File: src/rtl/rush3d_pkg.sv
// ============================================================================
// Module   : rush3d_pkg
// Brief    : Pixel field positions, lane byte enables and hold-state encoding.
// Revision : 1.0
// ============================================================================
`default_nettype none

package rush3d_pkg;

  localparam int X_LSB      = 48;
  localparam int Y_LSB      = 32;
  localparam int COLOUR_LSB = 0;
  localparam int COORD_W    = 12;

  localparam logic [7:0] BE_LANE0 = 8'h0F;
  localparam logic [7:0] BE_LANE1 = 8'hF0;
  localparam logic [7:0] BE_FULL  = 8'hFF;

  typedef enum logic {
    HOLD_EMPTY   = 1'b0,
    HOLD_PARTIAL = 1'b1
  } hold_state_e;

endpackage

`default_nettype wire

File: src/rtl/pixel_address_calc.sv
// ============================================================================
// Module   : pixel_address_calc
// Brief    : Combinational y*H_RES + x (24-bit wrap) plus an in-bounds flag.
// Revision : 1.0
// ============================================================================
`default_nettype none

module pixel_address_calc #(
  parameter int unsigned H_RES      = 640,
  parameter int unsigned V_RES      = 480,
  parameter bit          SCISSOR_EN = 1'b0
) (
  input  logic [11:0] i_x,
  input  logic [11:0] i_y,
  output logic [23:0] o_pixel_index,
  output logic        o_in_bounds
);

  localparam logic [23:0] C_H_RES_24 = 24'(H_RES);

  assign o_pixel_index = ({12'd0, i_y} * C_H_RES_24) + {12'd0, i_x};

  // Without scissoring every pixel counts as in bounds.
  assign o_in_bounds = !SCISSOR_EN ||
                       ((32'(i_x) < H_RES) && (32'(i_y) < V_RES));

endmodule

`default_nettype wire

File: src/rtl/pixel_coalescer.sv
// ============================================================================
// Module   : pixel_coalescer
// Brief    : Merges even/odd-x pixels into 64-bit framebuffer words with BEs.
//            Optional bounds drop: define PIXEL_COALESCER_SCISSOR_EN.
// Revision : 1.0
// ============================================================================
`default_nettype none

module pixel_coalescer
  import rush3d_pkg::*;
#(
  parameter int unsigned H_RES        = 640,
  parameter int unsigned V_RES        = 480,
  parameter int unsigned FLUSH_CYCLES = 16
) (
  input  logic        clock,
  input  logic        reset_n,
  input  logic [63:0] pixel_data,
  input  logic        pixel_data_valid,
  output logic        pixel_ready,
  input  logic        flush,
  output logic [22:0] word_index,
  output logic [63:0] word_data,
  output logic [7:0]  word_byteenable,
  output logic        word_valid,
  input  logic        word_ready,
  output logic        idle
);

`ifdef PIXEL_COALESCER_SCISSOR_EN
  localparam bit C_SCISSOR_EN = 1'b1;
`else
  localparam bit C_SCISSOR_EN = 1'b0;
`endif

  localparam int                C_CNT_W   = $clog2(FLUSH_CYCLES);
  localparam logic [C_CNT_W-1:0] C_CNT_MAX = C_CNT_W'(FLUSH_CYCLES - 1);

  hold_state_e        hold_state_q, hold_state_d;
  logic [22:0]        hold_index_q, hold_index_d;
  logic [63:0]        hold_data_q,  hold_data_d;
  logic [7:0]         hold_be_q,    hold_be_d;
  logic [C_CNT_W-1:0] idle_cnt_q,   idle_cnt_d;
  logic               word_valid_q, word_valid_d;
  logic [22:0]        word_index_q, word_index_d;
  logic [63:0]        word_data_q,  word_data_d;
  logic [7:0]         word_be_q,    word_be_d;

  logic [11:0] w_x, w_y;
  logic [31:0] w_colour;
  logic [23:0] w_pixel_index;
  logic        w_in_bounds;
  logic [22:0] w_word;
  logic        w_lane;
  logic [7:0]  w_lane_be;
  logic [63:0] w_lane_data, w_lane_mask, w_merged;
  logic        w_out_free, w_accept, w_take, w_same_word, w_same_lane, w_timeout;
  logic        w_unused_pad;

  assign w_x          = pixel_data[X_LSB +: COORD_W];
  assign w_y          = pixel_data[Y_LSB +: COORD_W];
  assign w_colour     = pixel_data[COLOUR_LSB +: 32];
  assign w_unused_pad = ^{pixel_data[63:60], pixel_data[47:44]};

  pixel_address_calc #(
    .H_RES      (H_RES),
    .V_RES      (V_RES),
    .SCISSOR_EN (C_SCISSOR_EN)
  ) u_addr (
    .i_x           (w_x),
    .i_y           (w_y),
    .o_pixel_index (w_pixel_index),
    .o_in_bounds   (w_in_bounds)
  );

  assign w_word      = w_pixel_index[23:1];
  assign w_lane      = w_pixel_index[0];
  assign w_lane_be   = w_lane ? BE_LANE1 : BE_LANE0;
  assign w_lane_data = w_lane ? {w_colour, 32'h0} : {32'h0, w_colour};
  assign w_lane_mask = w_lane ? 64'hFFFF_FFFF_0000_0000 : 64'h0000_0000_FFFF_FFFF;
  assign w_merged    = (hold_data_q & ~w_lane_mask) | w_lane_data;

  assign w_out_free  = !word_valid_q || word_ready;
  assign w_accept    = pixel_data_valid && w_out_free && !flush;
  // Dropped (out-of-bounds) pixels are accepted but leave the hold untouched.
  assign w_take      = w_accept && w_in_bounds;
  assign w_same_word = (hold_state_q == HOLD_PARTIAL) && (w_word == hold_index_q);
  assign w_same_lane = (hold_be_q & w_lane_be) != 8'h00;
  assign w_timeout   = idle_cnt_q == C_CNT_MAX;

  always_comb begin
    hold_state_d = hold_state_q;
    hold_index_d = hold_index_q;
    hold_data_d  = hold_data_q;
    hold_be_d    = hold_be_q;
    idle_cnt_d   = idle_cnt_q;
    word_valid_d = word_valid_q && !word_ready;
    word_index_d = word_index_q;
    word_data_d  = word_data_q;
    word_be_d    = word_be_q;

    if (w_take) begin
      idle_cnt_d = '0;
      if (w_same_word && w_same_lane) begin
        hold_data_d = w_merged;
      end else if (w_same_word) begin
        word_valid_d = 1'b1;
        word_index_d = hold_index_q;
        word_data_d  = w_merged;
        word_be_d    = BE_FULL;
        hold_state_d = HOLD_EMPTY;
        hold_be_d    = 8'h00;
      end else begin
        if (hold_state_q == HOLD_PARTIAL) begin
          word_valid_d = 1'b1;
          word_index_d = hold_index_q;
          word_data_d  = hold_data_q;
          word_be_d    = hold_be_q;
        end
        hold_state_d = HOLD_PARTIAL;
        hold_index_d = w_word;
        hold_data_d  = w_lane_data;
        hold_be_d    = w_lane_be;
      end
    end else if (hold_state_q == HOLD_PARTIAL) begin
      if (w_out_free && (flush || w_timeout)) begin
        word_valid_d = 1'b1;
        word_index_d = hold_index_q;
        word_data_d  = hold_data_q;
        word_be_d    = hold_be_q;
        hold_state_d = HOLD_EMPTY;
        hold_be_d    = 8'h00;
        idle_cnt_d   = '0;
      end else if (!w_timeout) begin
        idle_cnt_d = idle_cnt_q + C_CNT_W'(1);
      end
    end else begin
      idle_cnt_d = '0;
    end
  end

  always_ff @(posedge clock or negedge reset_n) begin
    if (!reset_n) begin
      hold_state_q <= HOLD_EMPTY;
      hold_index_q <= '0;
      hold_data_q  <= '0;
      hold_be_q    <= '0;
      idle_cnt_q   <= '0;
      word_valid_q <= 1'b0;
      word_index_q <= '0;
      word_data_q  <= '0;
      word_be_q    <= '0;
    end else begin
      hold_state_q <= hold_state_d;
      hold_index_q <= hold_index_d;
      hold_data_q  <= hold_data_d;
      hold_be_q    <= hold_be_d;
      idle_cnt_q   <= idle_cnt_d;
      word_valid_q <= word_valid_d;
      word_index_q <= word_index_d;
      word_data_q  <= word_data_d;
      word_be_q    <= word_be_d;
    end
  end

  assign pixel_ready     = w_out_free && !flush;
  assign word_valid      = word_valid_q;
  assign word_index      = word_index_q;
  assign word_data       = word_data_q;
  assign word_byteenable = word_be_q;
  assign idle            = (hold_state_q == HOLD_EMPTY) && !word_valid_q;

endmodule

`default_nettype wire
File: config.mk
export PLATFORM = sky130hd
export DESIGN_NAME = pixel_coalescer
export DESIGN_NICKNAME = d
export VERILOG_FILES = /design/src/rtl/rush3d_pkg.sv /design/src/rtl/pixel_address_calc.sv /design/src/rtl/pixel_coalescer.sv
export SDC_FILE = /design/constraint.sdc
export NUM_CORES = 1
export LEC_CHECK = 0
export CELL_PAD_IN_SITES_DETAIL_PLACEMENT = 0
export CELL_PAD_IN_SITES_GLOBAL_PLACEMENT = 1
export CORE_UTILIZATION = 43
export CTS_CLUSTER_DIAMETER = 80
export CTS_CLUSTER_SIZE = 16
export DETAILED_ROUTE_END_ITERATION = 7
export GPL_TIMING_DRIVEN = 0
export HOLD_SLACK_MARGIN = 0.03
export PLACE_DENSITY_LB_ADDON = 0.1
export SLEW_MARGIN = 0
export SYNTH_ARGS = -nofsm -noshare
export SYNTH_HDL_FRONTEND = slang
export SYNTH_SLANG_ARGS = --single-unit
File: constraint.sdc
create_clock -name clock -period 4.6 [get_ports clock]
set_clock_uncertainty 0.05 [all_clocks]
set_input_delay 0.69 -clock clock [delete_from_list [all_inputs] [get_ports clock]]
set_output_delay 0.69 -clock clock [all_outputs]
set_load 0.01 [all_outputs]
==> results.md <==
* Root Buffer: clkbuf_16
* H-tree depth at 4
* Worst-skew pair later-pin latency at 0.42 ns
* Largest net degree at the start of global routing at 101
* Global-route wire length before repair at 36900 µm
* Final wirelength at 23300 µm
* CP startpoint kind: primary input
* Hold Crit Class: primary input to async pin
* Warnings, synthesis at 0
* R2r setup slk at 0.99 ns
* Gr usage total at 21.7%
* Placer Congestion at 0.824
* RSZ-0062 raised after global routing: true
* Failing checks: setup timing
* Starting DRT DRC Count at 256
* Mux share of post-synthesis cell area at 21.9%
* Sequential-to-total area share from yosys stat at 49.5%
* Synthesized area at 9210 µm²
* Asr flop ratio synth at 100%
* Syn_nets at 803
* Reg2reg start: hold_index_q[3]
* Remaining global-route overflow at 0
* Critical path capture point type: register
* XOR/XNOR Fraction of Synth Area at 4.46%
* Initial DRT Pass Iterations at 4
* Crit-path max FO at 7
* Diode count at 0
* Final Worst Setup Slack at -0.0613 ns
* Inserted Clock Buffers at 17
* Slew Viols, Final at 0
* Placed cell count at 1139
* Post-Syn Instances at 706
* Critical path arrival at 4.92 ns
* Outcome: complete, but fails checks
* Wire per inst at 19.3 µm
* Fin crit period at 4.66 ns
* Most common cell after layout, fill and taps aside: dfrtp_1
* Most used DFF post-synth: dfrtp_1
* # setup viols final at 103
* Worst R2R Path Depth at 12
* Final period utilization at 101%
* TritonCTS Sinks at 182
* Initial cell density of the core at 43.8%
* Std cell rows at 53
* I/O pin cnt at 167
* Cell Pwr Density at 459 nW/µm²
* Main combinational cell family by area after synthesis: multiplexers
* CP Class: primary input to register
* Placement Setup Slack at -1.41 ns
* Achievable Freq at 215 MHz
* Fraction of the mapped netlist area in adder cells at 3.97%
* Vias at 6553
* Post-Layout Cell Count at 1208
* CTS clock-pin slew for the worst setup and hold paths at 0.07 ns
* Slew @ Worst Pin at 0.658 ns
* Reg2Reg Capture Point: word_data[44]
* Pleak at 5.65 nW
* Avg Vias per Cell at 5.42
* Max transition margin at 56.1%
* EDFF count, synth at 0
* Final #Nets at 1018
* Total die area at 22000 µm²
* Most frequent cells in the layout: dfrtp_1, clkdlybuf4s50_1, mux2_2
* # fillers at 1650
* Post-synth cell types at 62
* Worst Hold Slack at 0.181 ns
* Share of cells above drive strength 1 at 36.9%
* CP required at 4.86 ns
* Number of port buffers at 157
* Synth Area in Compound Gates at 11.5%
* Area added between synthesis and finish at 39.3%
* Final Hold Vio Count at 0
* Yosys reg bits at 182
* Post-Synth Simple-Gate Area at 5.60%
* Peak VDD IR at 0.285 mV
* Antenna violations before repair at 0
* Die span in y at 148 µm
* Worst-case clock buffer depth at 2
* Die W at 148 µm
* Core Footprint at 21000 µm²
* CTS tree: done
* Post-route ant nets at 0
* Post-DP HPWL at 15600 µm
* Vias in the first global route at 6923
* Max_cap viols at 0
* # DRC at 0
* Mean post-synth cell area at 13.0 µm²
cells in the mapped netlist (all sizes together), types with 3 or more instances:
cell type / n / area [µm²]
a21o: 5 / 37.5
a21oi: 10 / 50.1
a22o: 64 / 561
and2: 5 / 31.3
and3: 5 / 36.3
buf: 29 / 185
clkbuf: 17 / 63.8
dfrtp: 182 / 4550
ha: 26 / 325
inv: 9 / 33.8
mux2: 170 / 1990
mux2i: 3 / 30.0
nand2: 15 / 56.3
nand2b: 7 / 43.8
nand3: 7 / 35.0
nand4: 4 / 25.0
nor2: 23 / 86.3
nor2b: 4 / 25.0
nor3: 6 / 30.0
nor4: 5 / 46.3
o211ai: 3 / 22.5
o21a: 6 / 45.0
o21ai: 18 / 90.1
o221a: 3 / 33.8
o31a: 3 / 26.3
o31ai: 3 / 22.5
or4: 4 / 30.0
xnor2: 24 / 229
xnor3: 3 / 67.6
xor2: 13 / 114
cell families after synthesis:
| logic type | Yosys count |
|---|---|
| AO/OA/AOI/OAI | 133 |
| XOR/XNOR | 40 |
| adder cells (fa/ha/maj) | 28 |
| buffers and inverters | 55 |
| flip-flops | 182 |
| multiplexers | 173 |
| other | 1 |
| AND/OR/NAND/NOR | 94 |
worst max-delay path, stage by stage:
cell       delay [ns]
buf_8            0.10
ha_4             0.23
ha_4             0.16
fa_2             0.47
ha_4             0.31
nand2_4          0.06
o21ai_4          0.22
o2111ai_4        0.16
or3_4            0.44
xor2_2           0.16
a211o_1          0.32
or4_4            0.56
o31a_1           0.30
buf_6            0.15
buf_12           0.15
buf_12           0.14
mux2_4           0.29
metal layers:
metal | wire [µm] | up-vias | global-route usage (%)
li1 | - | 3030 | -
met1 | 10800 | 3339 | 29.8
met2 | 11100 | 159 | 34.6
met3 | 1010 | 25 | 4.75
met4 | 312 | 0 | 6.08
met5 | 0 | - | 0
worst max-delay path by stage:
stage,to,from,depth (start not counted)
detailed placement,word_data[3],pixel_data[33],16
global route,hold_data_q[52],pixel_data[35],18
CTS,word_data[44],pixel_data[33],19
global placement,word_data[26],reset_n,1
floorplan,word_data[27],pixel_data[33],18
finish,word_data[44],pixel_data[35],17
state kept, by name (all words and copies together), names as in the netlist:
signal,count
hold_be_q,2
hold_data_q,64
hold_index_q,22
hold_state_q,1
idle_cnt_q,4
word_byteenable,2
word_data,64
word_index,22
word_valid,1
layout make-up:
class	count	area (µm²)	share of cell area, %
buffer	40	415	3.24
clock buffer	17	425	3.32
clock inverter	14	135	1.05
inverter	9	33.8	0.263
multi-input combinational	469	4830	37.6
sequential	182	4550	35.5
tap	275	344	2.68
timing repair buffer	202	2090	16.3
report_power, final:
group	total [mW]	internal (mW)	switching, mW
logic	2.20	1.33	0.867
registers	2.28	2.01	0.274
clock network	1.40	0.715	0.688
total	5.89	4.06	1.83
per-stage QoR:
| step | area [µm²] | power [mW] | TNS [ns] | utilization (%) |
|---|---|---|---|---|
| floorplan | 9380 | 3.35 | -19.08 | - |
| global placement | 11300 | 4.26 | -1021.07 | 53.7 |
| detailed placement | 11300 | 4.31 | -210.37 | 53.9 |
| CTS | 12500 | 5.88 | -6.33 | 59.6 |
| global route | 12800 | 6.21 | -10.20 | 61.0 |
| finish | 12800 | 5.89 | -3.42 | 61.0 |
what timing repair did:
| item | CTS | global route |
|---|---|---|
| setup endpoints to repair | 175 | 166 |
| gates resized for setup | 115 | 50 |
| pin swaps | 25 | 33 |
| buffers inserted | 29 | 8 |
| hold buffers | 0 | 0 |
| cloned | 3 | 4 |
No activity file was read; power rests on OpenSTA's default activity.
